==> config.mk <==
export PLATFORM = sky130hd
export DESIGN_NAME = lsu_mem_port
export DESIGN_NICKNAME = d
export VERILOG_FILES = /design/src/rtl/lsu_mem_port.sv
export SDC_FILE = /design/constraint.sdc
export NUM_CORES = 1
export LEC_CHECK = 0
export ABC_AREA = 1
export CORE_UTILIZATION = 51
export CTS_BUF_LIST = sky130_fd_sc_hd__clkbuf_4 sky130_fd_sc_hd__clkbuf_8 sky130_fd_sc_hd__clkbuf_16
export CTS_CLUSTER_DIAMETER = 30
export DETAILED_ROUTE_END_ITERATION = 16
export PLACE_DENSITY = 0.95
export SLEW_MARGIN = 20
export SYNTH_ARGS = -nofsm -noshare
export SYNTH_HDL_FRONTEND = slang
export SYNTH_SLANG_ARGS = --single-unit
==> constraint.sdc <==
create_clock -name i_clk -period 3.48 [get_ports i_clk]
set_input_delay 0.348 -clock i_clk [delete_from_list [all_inputs] [get_ports i_clk]]
set_output_delay 0.348 -clock i_clk [all_outputs]
set_load 0.02 [all_outputs]
==> src/rtl/lsu_mem_port.sv <==
// lsu_mem_port: load/store unit bridging the execute stage to a variable-latency
// data memory through a request/grant/response handshake. Builds byte-lane masks,
// lane-shifts store data, extends load data and reports misaligned, illegal and
// bus-timeout accesses as traps. One access in flight; o_done closes each access.
module lsu_mem_port #(
  parameter int XLEN    = 32,
  parameter int TIMEOUT = 64
) (
  input  logic              i_clk,
  input  logic              i_rst_n,
  input  logic              i_valid,
  output logic              o_ready,
  input  logic              i_store,
  input  logic [2:0]        i_funct3,
  input  logic [XLEN-1:0]   i_addr,
  input  logic [XLEN-1:0]   i_wdata,
  output logic              o_mem_req,
  input  logic              i_mem_gnt,
  output logic [XLEN-1:0]   o_mem_addr,
  output logic              o_mem_wen,
  output logic [XLEN/8-1:0] o_mem_mask,
  output logic [XLEN-1:0]   o_mem_wdata,
  input  logic              i_mem_rvalid,
  input  logic [XLEN-1:0]   i_mem_rdata,
  output logic              o_done,
  output logic [XLEN-1:0]   o_rdata,
  output logic              o_trap,
  output logic [1:0]        o_trap_cause
);

  localparam int NB = XLEN / 8;
  localparam int OB = $clog2(NB);
  localparam int CW = (TIMEOUT > 1) ? $clog2(TIMEOUT + 1) : 1;
  localparam logic [31:0] TO_LIMIT = TIMEOUT;

  typedef enum logic [1:0] {S_IDLE, S_REQ, S_WAIT, S_DONE} state_t;

  state_t          state_q, state_d;
  logic            store_q, store_d;
  logic [2:0]      funct3_q, funct3_d;
  logic [OB-1:0]   off_q, off_d;
  logic [XLEN-1:0] addr_q, addr_d;
  logic [NB-1:0]   mask_q, mask_d;
  logic [XLEN-1:0] wdata_q, wdata_d;
  logic [XLEN-1:0] rdata_q, rdata_d;
  logic [1:0]      cause_q, cause_d;
  logic [CW-1:0]   cnt_q, cnt_d;

  logic [OB-1:0]   off_in;
  logic            illegal_in, misaligned_in;
  logic [NB-1:0]   mask_in;
  logic [XLEN-1:0] shifted, load_ext;
  logic            timeout_hit;

  assign off_in = i_addr[OB-1:0];

  // Decode the incoming request: legality, alignment and byte lanes.
  always_comb begin
    illegal_in    = 1'b0;
    misaligned_in = 1'b0;
    mask_in       = '0;
    if (i_store) begin
      illegal_in = i_funct3[2] || ((i_funct3 == 3'b011) && (XLEN == 32));
    end else begin
      illegal_in = (i_funct3 == 3'b111) ||
                   (((i_funct3 == 3'b011) || (i_funct3 == 3'b110)) && (XLEN == 32));
    end
    case (i_funct3[1:0])
      2'b00: begin
        mask_in = NB'(1) << off_in;
      end
      2'b01: begin
        misaligned_in = i_addr[0];
        mask_in       = NB'(3) << off_in;
      end
      2'b10: begin
        misaligned_in = |i_addr[1:0];
        mask_in       = NB'(15) << off_in;
      end
      default: begin
        misaligned_in = |i_addr[2:0];
        mask_in       = '1;
      end
    endcase
  end

  // Move the addressed bytes down to bit 0 and extend them to XLEN.
  always_comb begin
    shifted = i_mem_rdata >> {off_q, 3'b000};
    case (funct3_q)
      3'b000:  load_ext = XLEN'($signed(shifted[7:0]));
      3'b001:  load_ext = XLEN'($signed(shifted[15:0]));
      3'b010:  load_ext = XLEN'($signed(shifted[31:0]));
      3'b100:  load_ext = XLEN'(shifted[7:0]);
      3'b101:  load_ext = XLEN'(shifted[15:0]);
      3'b110:  load_ext = XLEN'(shifted[31:0]);
      default: load_ext = shifted;
    endcase
  end

  // cnt_q counts REQ/WAIT cycles since accept; firing at cnt_q+2 places o_done
  // exactly TIMEOUT cycles after the accepting edge.
  assign timeout_hit = (TIMEOUT != 0) && ((32'(cnt_q) + 32'd2) >= TO_LIMIT);

  // Next-state logic: accept/classify in IDLE, handshake in REQ/WAIT.
  always_comb begin
    state_d  = state_q;
    store_d  = store_q;
    funct3_d = funct3_q;
    off_d    = off_q;
    addr_d   = addr_q;
    mask_d   = mask_q;
    wdata_d  = wdata_q;
    rdata_d  = rdata_q;
    cause_d  = cause_q;
    cnt_d    = cnt_q;
    case (state_q)
      S_IDLE: begin
        if (i_valid) begin
          store_d  = i_store;
          funct3_d = i_funct3;
          off_d    = off_in;
          addr_d   = {i_addr[XLEN-1:OB], {OB{1'b0}}};
          mask_d   = mask_in;
          wdata_d  = i_wdata << {off_in, 3'b000};
          rdata_d  = '0;
          cnt_d    = '0;
          if (illegal_in) begin
            cause_d = 2'b10;
            state_d = S_DONE;
          end else if (misaligned_in) begin
            cause_d = 2'b01;
            state_d = S_DONE;
          end else begin
            cause_d = 2'b00;
            state_d = S_REQ;
          end
        end
      end
      S_REQ: begin
        cnt_d = cnt_q + CW'(1);
        if (i_mem_gnt) begin
          if (store_q) begin
            state_d = S_DONE;
          end else if (i_mem_rvalid) begin
            rdata_d = load_ext;
            state_d = S_DONE;
          end else begin
            state_d = S_WAIT;
          end
        end else if (timeout_hit) begin
          cause_d = 2'b11;
          state_d = S_DONE;
        end
      end
      S_WAIT: begin
        cnt_d = cnt_q + CW'(1);
        if (i_mem_rvalid) begin
          rdata_d = load_ext;
          state_d = S_DONE;
        end else if (timeout_hit) begin
          cause_d = 2'b11;
          state_d = S_DONE;
        end
      end
      default: begin
        state_d = S_IDLE;
      end
    endcase
  end

  // State and request registers; reset abandons any in-flight access.
  always_ff @(posedge i_clk or negedge i_rst_n) begin
    if (!i_rst_n) begin
      state_q  <= S_IDLE;
      store_q  <= 1'b0;
      funct3_q <= '0;
      off_q    <= '0;
      addr_q   <= '0;
      mask_q   <= '0;
      wdata_q  <= '0;
      rdata_q  <= '0;
      cause_q  <= '0;
      cnt_q    <= '0;
    end else begin
      state_q  <= state_d;
      store_q  <= store_d;
      funct3_q <= funct3_d;
      off_q    <= off_d;
      addr_q   <= addr_d;
      mask_q   <= mask_d;
      wdata_q  <= wdata_d;
      rdata_q  <= rdata_d;
      cause_q  <= cause_d;
      cnt_q    <= cnt_d;
    end
  end

  // Outputs are gated by state so everything is 0 outside REQ/DONE.
  always_comb begin
    o_ready      = (state_q == S_IDLE);
    o_mem_req    = (state_q == S_REQ);
    o_mem_addr   = o_mem_req ? addr_q  : '0;
    o_mem_wen    = o_mem_req && store_q;
    o_mem_mask   = o_mem_req ? mask_q  : '0;
    o_mem_wdata  = o_mem_req ? wdata_q : '0;
    o_done       = (state_q == S_DONE);
    o_rdata      = o_done ? rdata_q : '0;
    o_trap       = o_done && (cause_q != 2'b00);
    o_trap_cause = o_done ? cause_q : 2'b00;
  end

endmodule

==> run metrics, run 1 <==
final core utilization=74.42%; Critical Path Fanout Max=21; RSZ-0062 raised after global routing=false; TritonRoute pass-1 iters=5; CP Launch Type=register; DR vias=6,896; number of CTS-inserted buffers=17; Tmin final=2.968 ns; # DRC=0; Skew-Pair Late Insertion Delay=0.41 ns; FF+latch count, synth=115; Mapped Avg Cell Area=6.899 um^2; pin count of the biggest net entering global routing=66; max-slew violation count=0; r2r setup slk=0.87 ns; Post-CTS Setup Repair Bufs=0; critical path data required time=3.13 ns; Worst-path clk slew=0.06 ns; H-Tree Depth=4; TritonCTS clock tree=done; Total GRT Usage=31.59%; critical path arrival=2.62 ns; Die X=116.1 um; Die ar.=0.01347 mm^2; Mapped Cells=962; Final Wtd Congestion=0.9367; CTS root buffer=clkbuf_16; setup TNS=0 ns; Max Cap Viol=0; Worst R2R Path Depth=10; Critical Path Sink=o_trap; I/O pins=212; Clock Skew=0.009098 ns; register area share after synthesis=43.36%; Reg2Reg Launch Point=state_q[1]$_DFFE_PN0P_; Leak Pwr=5.270 nW; Final Hold Fails=0; FMAX=336.9 MHz; worst relative slew slack=36.46%; port buffer count=209; Pwr Density=842.1 mW/mm^2; Max Buffers Root-to-Sink=2; sinks on the clock net=115; post-DP HPWL=13,950 um; vias in the first global route=6,703; CP Capture Type=output port; FF-to-FF End=rdata_q[31]$_DFFE_PN0P_; fin crit share=85.29%; Ys Warns=0; DIE HEIGHT=116.1 um; # hold bufs at CTS=1; Via density=5.173; DRT iter0 DRCs=598; WL/cell=15.24 um; Cell variety after synth=38; first-pass GRT wire length=32,290 um; worst setup path startpoint=state_q[1]$_DFFE_PN0P_; Nets=1,263; Worst Hold Class=in -> reg; Core ar.=0.01267 mm^2; worst slew pin tran=0.9520 ns; Post-Syn Area=0.006636 mm^2; num rows=41; Initial Utilization=52.37%; Ant. Diodes=0; WL final=20,320 um; Setup violations, final=0; initial antenna violation count=0; status=finished, final reports clean; # resized after CTS=0; DRT antenna net count=0; share of cells above drive strength 1=5.426%; Peak supply drop=0.4630 mV; Area Growth Syn to Fin=42.10%; Remaining Overflow, GRT=0; Crit Path Category=reg -> out
critical path, cell delays in order, from the launching register on:
cell	delay, ns
dfrtp_1	0.42
ha_1	0.64
buf_4	0.36
nand2_1	0.11
nand2_1	0.08
clkdlybuf4s50_1	0.60
layer usage:
| layer | vias to the layer above | track usage, % | share of wire, % |
|---|---|---|---|
| li1 | 3286 | - | - |
| met2 | 361 | 52.22 | 49 |
| met4 | 0 | 14.62 | 2.7 |
| met5 | - | 0 | 0 |
| met1 | 3199 | 38.55 | 40 |
| met3 | 50 | 8.577 | 8.1 |
report_power, final:
group	total (mW)	switching, mW	leakage (nW)	internal (mW)
clock	1.89	0.648	0.298	1.24
sequential	2.25	0.371	1.47	1.88
combinational	3.80	2.40	3.50	1.39
cells by family (layout without fill, tap and decap cells):
kind of cell | count (synthesis) | after routing | share of synthesized area (%)
compound gates | 92 | 92 | 8.390
mux | 18 | 18 | 2.715
buf+inv | 195 | 393 | 11.84
simple gates | 531 | 531 | 31.75
flops | 115 | 115 | 43.36
fa+ha+maj | 10 | 10 | 1.885
other cells | 1 | 2 | 0.05651
synth_stat cells (all sizes together):
| cell type | number | area share [%] |
|---|---|---|
| o21ai | 49 | 3.8 |
| o22ai | 1 | 0.094 |
| inv | 142 | 8.0 |
| o31ai | 1 | 0.11 |
| a22o | 4 | 0.53 |
| clkbuf | 25 | 1.4 |
| nor3 | 2 | 0.15 |
| o311ai | 3 | 0.40 |
| nand2 | 443 | 25 |
| clkinv | 2 | 0.11 |
| o2111ai | 1 | 0.13 |
| nand3 | 32 | 2.7 |
| nor3b | 2 | 0.23 |
| a2bb2oi | 1 | 0.13 |
| o221ai | 13 | 1.7 |
| buf | 26 | 2.3 |
| ha | 10 | 1.9 |
| dfrtp | 115 | 43 |
| nor2 | 51 | 3.3 |
| mux2i | 18 | 2.7 |
| conb | 1 | 0.057 |
| a21oi | 18 | 1.4 |
| o21bai | 1 | 0.11 |
| nor4 | 1 | 0.094 |
metrics by stage:
| step | power, mW | worst slack [ns] | area (um^2) | instances | hold WS [ns] |
|---|---|---|---|---|---|
| 5_1_grt | 8.469 | 0.3919 | 9430 | 1333 | 0.4687 |
| 4_1_cts | 7.922 | 0.5292 | 9430 | 1333 | 0.4567 |
| 3_3_place_gp | 5.839 | 0.9980 | 8780 | 1300 | 0.4263 |
| 2_1_floorplan | 4.699 | 1.414 | 6640 | 963 | 0.05241 |
| 6_report | 7.941 | 0.5120 | 9430 | 1333 | 0.4701 |
| 3_5_place_dp | 5.974 | 0.9190 | 8780 | 1300 | 0.4297 |
registers in the layout, indices dropped and copies added (netlist names):
signal and flops:
rdata_q 32, addr_q 30, store_q 1, mask_q 4, off_q 2, wdata_q 32, cnt_q 7, funct3_q 3
cause_q 2, state_q 2
cells in the final DEF (no fill, tap or decap), types with 13 or more instances in the layout:
master,count
nand2_1,438
clkdlybuf4s50_1,208
inv_1,132
dfrtp_1,115
nor2_1,48
o21ai_0,38
nand3_1,30
mux2i_1,18
a21oi_1,17
clkbuf_16,17
o221ai_1,13
area by class of cell:
cell class | instances | area (um^2)
fill | 916 | 3241
tap | 172 | 215.2
multi-input combinational | 653 | 2979
clock buffer | 20 | 460.4
inverter | 144 | 540.5
sequential | 115 | 2878
timing repair buffer | 217 | 2177
clock inverter | 12 | 180.2
how the worst min path moves through the flow:
stage                                  end  slack [ns]       start  depth (start not counted)
detailed placement  rdata_q[3]$_DFFE_PN0P_        0.43     i_rst_n                          1
CTS                 addr_q[28]$_DFFE_PN0P_        0.46  i_addr[28]                          3
finish              addr_q[28]$_DFFE_PN0P_        0.47  i_addr[28]                          3
global route        addr_q[19]$_DFFE_PN0P_        0.47  i_addr[19]                          3
global placement    rdata_q[3]$_DFFE_PN0P_        0.43     i_rst_n                          1
floorplan           addr_q[10]$_DFFE_PN0P_        0.05     i_rst_n                          0
(Power assumes the default switching activity.)
==> inputs of run 2 (changes only) <==
- ABC_AREA: 1 -> default
- CORE_UTILIZATION: 51 -> 50
==> run 2 against run 1 <==
Net effect:
- the flow now finishes with violations (negative hold slack)
- final cell count down 26%
- critical path depth unchanged
- final area is 3.6% lower
- fmax shrank 0.70%
- synthesized cell count decreased by 36%
- sequential share of layout area is 1.2 points higher
- combinational power fell by 8.9%
- register-to-register slack got worse by 0.05 ns
- power is 6.9% lower
- global-route usage down 2.4 points
- via count down 19%
- utilization up 0.30 points
- highest routed layer unchanged
==> run metrics, run 2 <==
status=complete, but fails checks; failing checks=negative hold slack; sinks on the clock net=115; Total GRT Usage=29.16%; port buffer count=209; pin count of the biggest net entering global routing=75; Mapped Cells=614; Post-synth EDFFs=0; Setup violations, final=0; Die X=114.5 um; Reg2Reg Launch Point=state_q[1]$_DFFE_PN0P_; num rows=40; # resized after CTS=0; Final Hold Fails=3; first-pass GRT wire length=29,490 um; vias in the first global route=5,748; register area share after synthesis=45.51%; Sequential cell area=0.002878 mm^2; Critical Path Fanout Max=48; leading area contributor after synthesis=dfrtp_1; Remaining Overflow, GRT=0; Nets=920; Fillers=815; WL final=18,310 um; grt met1 use=36.41%; slowest cell on the critical path=clkdlybuf4s50_1; Worst R2R Path Depth=6; CP Capture Type=output port; max-slew violation count=0; I/O pins=212; DRT iter0 DRCs=376; FFs w/ async S/R, synth=100.0%; share of cells above drive strength 1=12.47%; DR vias=5,572; Mapped Avg Cell Area=10.30 um^2; FMAX=334.6 MHz; Area Growth Syn to Fin=43.71%; layer with the highest usage=met2; met2 usage=49.66%; final setup margin=0.4911 ns; area of the multi-input gates=0.003213 mm^2; CTS root buffer=clkbuf_16; Worst-path clk slew=0.05 ns; Via density=5.651; worst slew pin tran=1.033 ns; Critical Path Sink=o_mem_addr[20]; RSZ-0062 raised after global routing=false; worst setup path startpoint=state_q[1]$_DFFE_PN0P_; fin crit share=85.89%; number of CTS-inserted buffers=17; peak per-stage delay on the critical path=0.62 ns; WL/cell=18.57 um; Ant. Diodes=0; minimum hold slack=-0.01171 ns; post-DP HPWL=13,190 um; Worst Hold Class=in -> async; setup TNS=0 ns; Cells after DPL=954; count leader, synth=dfrtp_1; Pwr Density=813.3 mW/mm^2; CP Launch Type=register; DIE HEIGHT=114.5 um; CP Cell Sequence=inv_1 -> ha_2 -> buf_4 -> and2_1 -> clkdlybuf4s50_1; Core ar.=0.01216 mm^2; Initial Utilization=52.00%; Peak supply drop=0.4687 mV; # hold bufs at CTS=0; pre-CTS setup slack=0.8582 ns; Cell variety after synth=50; share of the synthesized area in the top cell type=45.51%; Clock Skew=0.009739 ns; critical path arrival=2.64 ns; commonest non-fill, non-tap cell in the layout=clkdlybuf4s50_1; FF-to-FF End=rdata_q[20]$_DFFE_PN0P_; Leak Pwr=3.886 nW; Max Buffers Root-to-Sink=2; TritonCTS clock tree=done; Crit Path Category=reg -> out; critical path data required time=3.13 ns; most frequent cells in the layout=clkdlybuf4s50_1, dfrtp_1, and2_1, mux2_2, a21oi_1; Tmin final=2.989 ns; biggest regs=rdata_q x32, wdata_q x32, addr_q x30; TritonRoute pass-1 iters=5; Post-Syn Area=0.006324 mm^2; Die ar.=0.01310 mm^2; worst relative slew slack=31.01%; H-Tree Depth=4; Synth Flop Type=dfrtp_1; FF+latch count, synth=115; DRT antenna net count=0; Final Wtd Congestion=0.9507; synth cell count leaders=dfrtp_1, and2_1, mux2_2; Ys Warns=0; Max Cap Viol=0; Post-CTS Setup Repair Bufs=0; top cells by area, synth=dfrtp_1, and2_1, mux2_2; Post-Layout Cell Count=986; r2r setup slk=0.82 ns; GR Util met3=7.147%; Skew-Pair Late Insertion Delay=0.41 ns; initial antenna violation count=0; # DRC=0
run 2: power breakdown:
group	switching, mW	leakage (nW)	internal (mW)	total [mW]
clock	0.652	0.273	1.03	1.68
sequential	0.356	1.46	1.90	2.25
combinational	1.85	2.16	1.60	3.46
run 2: final cells by class:
type	count	area share, %
well taps	168	2.313
repair buffers	218	23.87
inverters	10	0.4131
clock buffers	19	4.984
multi-input cells	443	35.36
clock inverters	13	1.391
flip-flops and latches	115	31.67
run 2: metrics by stage:
| stage | hold slack (ns) | utilization, % | power (mW) | cell area, um^2 |
|---|---|---|---|---|
| after floorplan | 0.05241 | - | 4.437 | 6327 |
| after global placement | 0.4484 | 69.96 | 5.522 | 8508 |
| after detailed placement | 0.4629 | 69.96 | 5.673 | 8508 |
| after CTS | 0.02223 | 74.72 | 7.390 | 9087 |
| after global routing | 0.05255 | 74.72 | 7.807 | 9087 |
| final | -0.01171 | 74.72 | 7.390 | 9087 |
run 2: critical path, delay by kind of cell (launching register included):
kind	cells	cell delay, ns
buffers and inverters	3	1.14
flip-flops	1	0.45
adder cells (fa/ha/maj)	1	0.42
AND/OR/NAND/NOR	1	0.20
run 2: worst min-delay path by stage:
stage | slack, ns | endpoint
floorplan | 0.05 | addr_q[10]$_DFFE_PN0P_
global placement | 0.45 | state_q[0]$_DFFE_PN0P_
detailed placement | 0.46 | state_q[0]$_DFFE_PN0P_
CTS | 0.02 | state_q[1]$_DFFE_PN0P_
global route | 0.05 | state_q[1]$_DFFE_PN0P_
finish | -0.01 | state_q[1]$_DFFE_PN0P_
run 2: cell families after synthesis:
logic type	synth area share (%)
muxes	14.98
and+or+nand+nor	18.30
buffers and inverters	3.898
other	0.05930
adders and majority gates	1.979
DFF	45.51
AOI/OAI and AO/OA	15.27
run 2: routing by layer:
layer,part of all wire [%],vias up,wire length [um]
li1,-,2560,-
met1,41,2698,7417
met2,50,283,9130
met3,7.8,31,1423
met4,1.9,0,339
met5,0,-,0
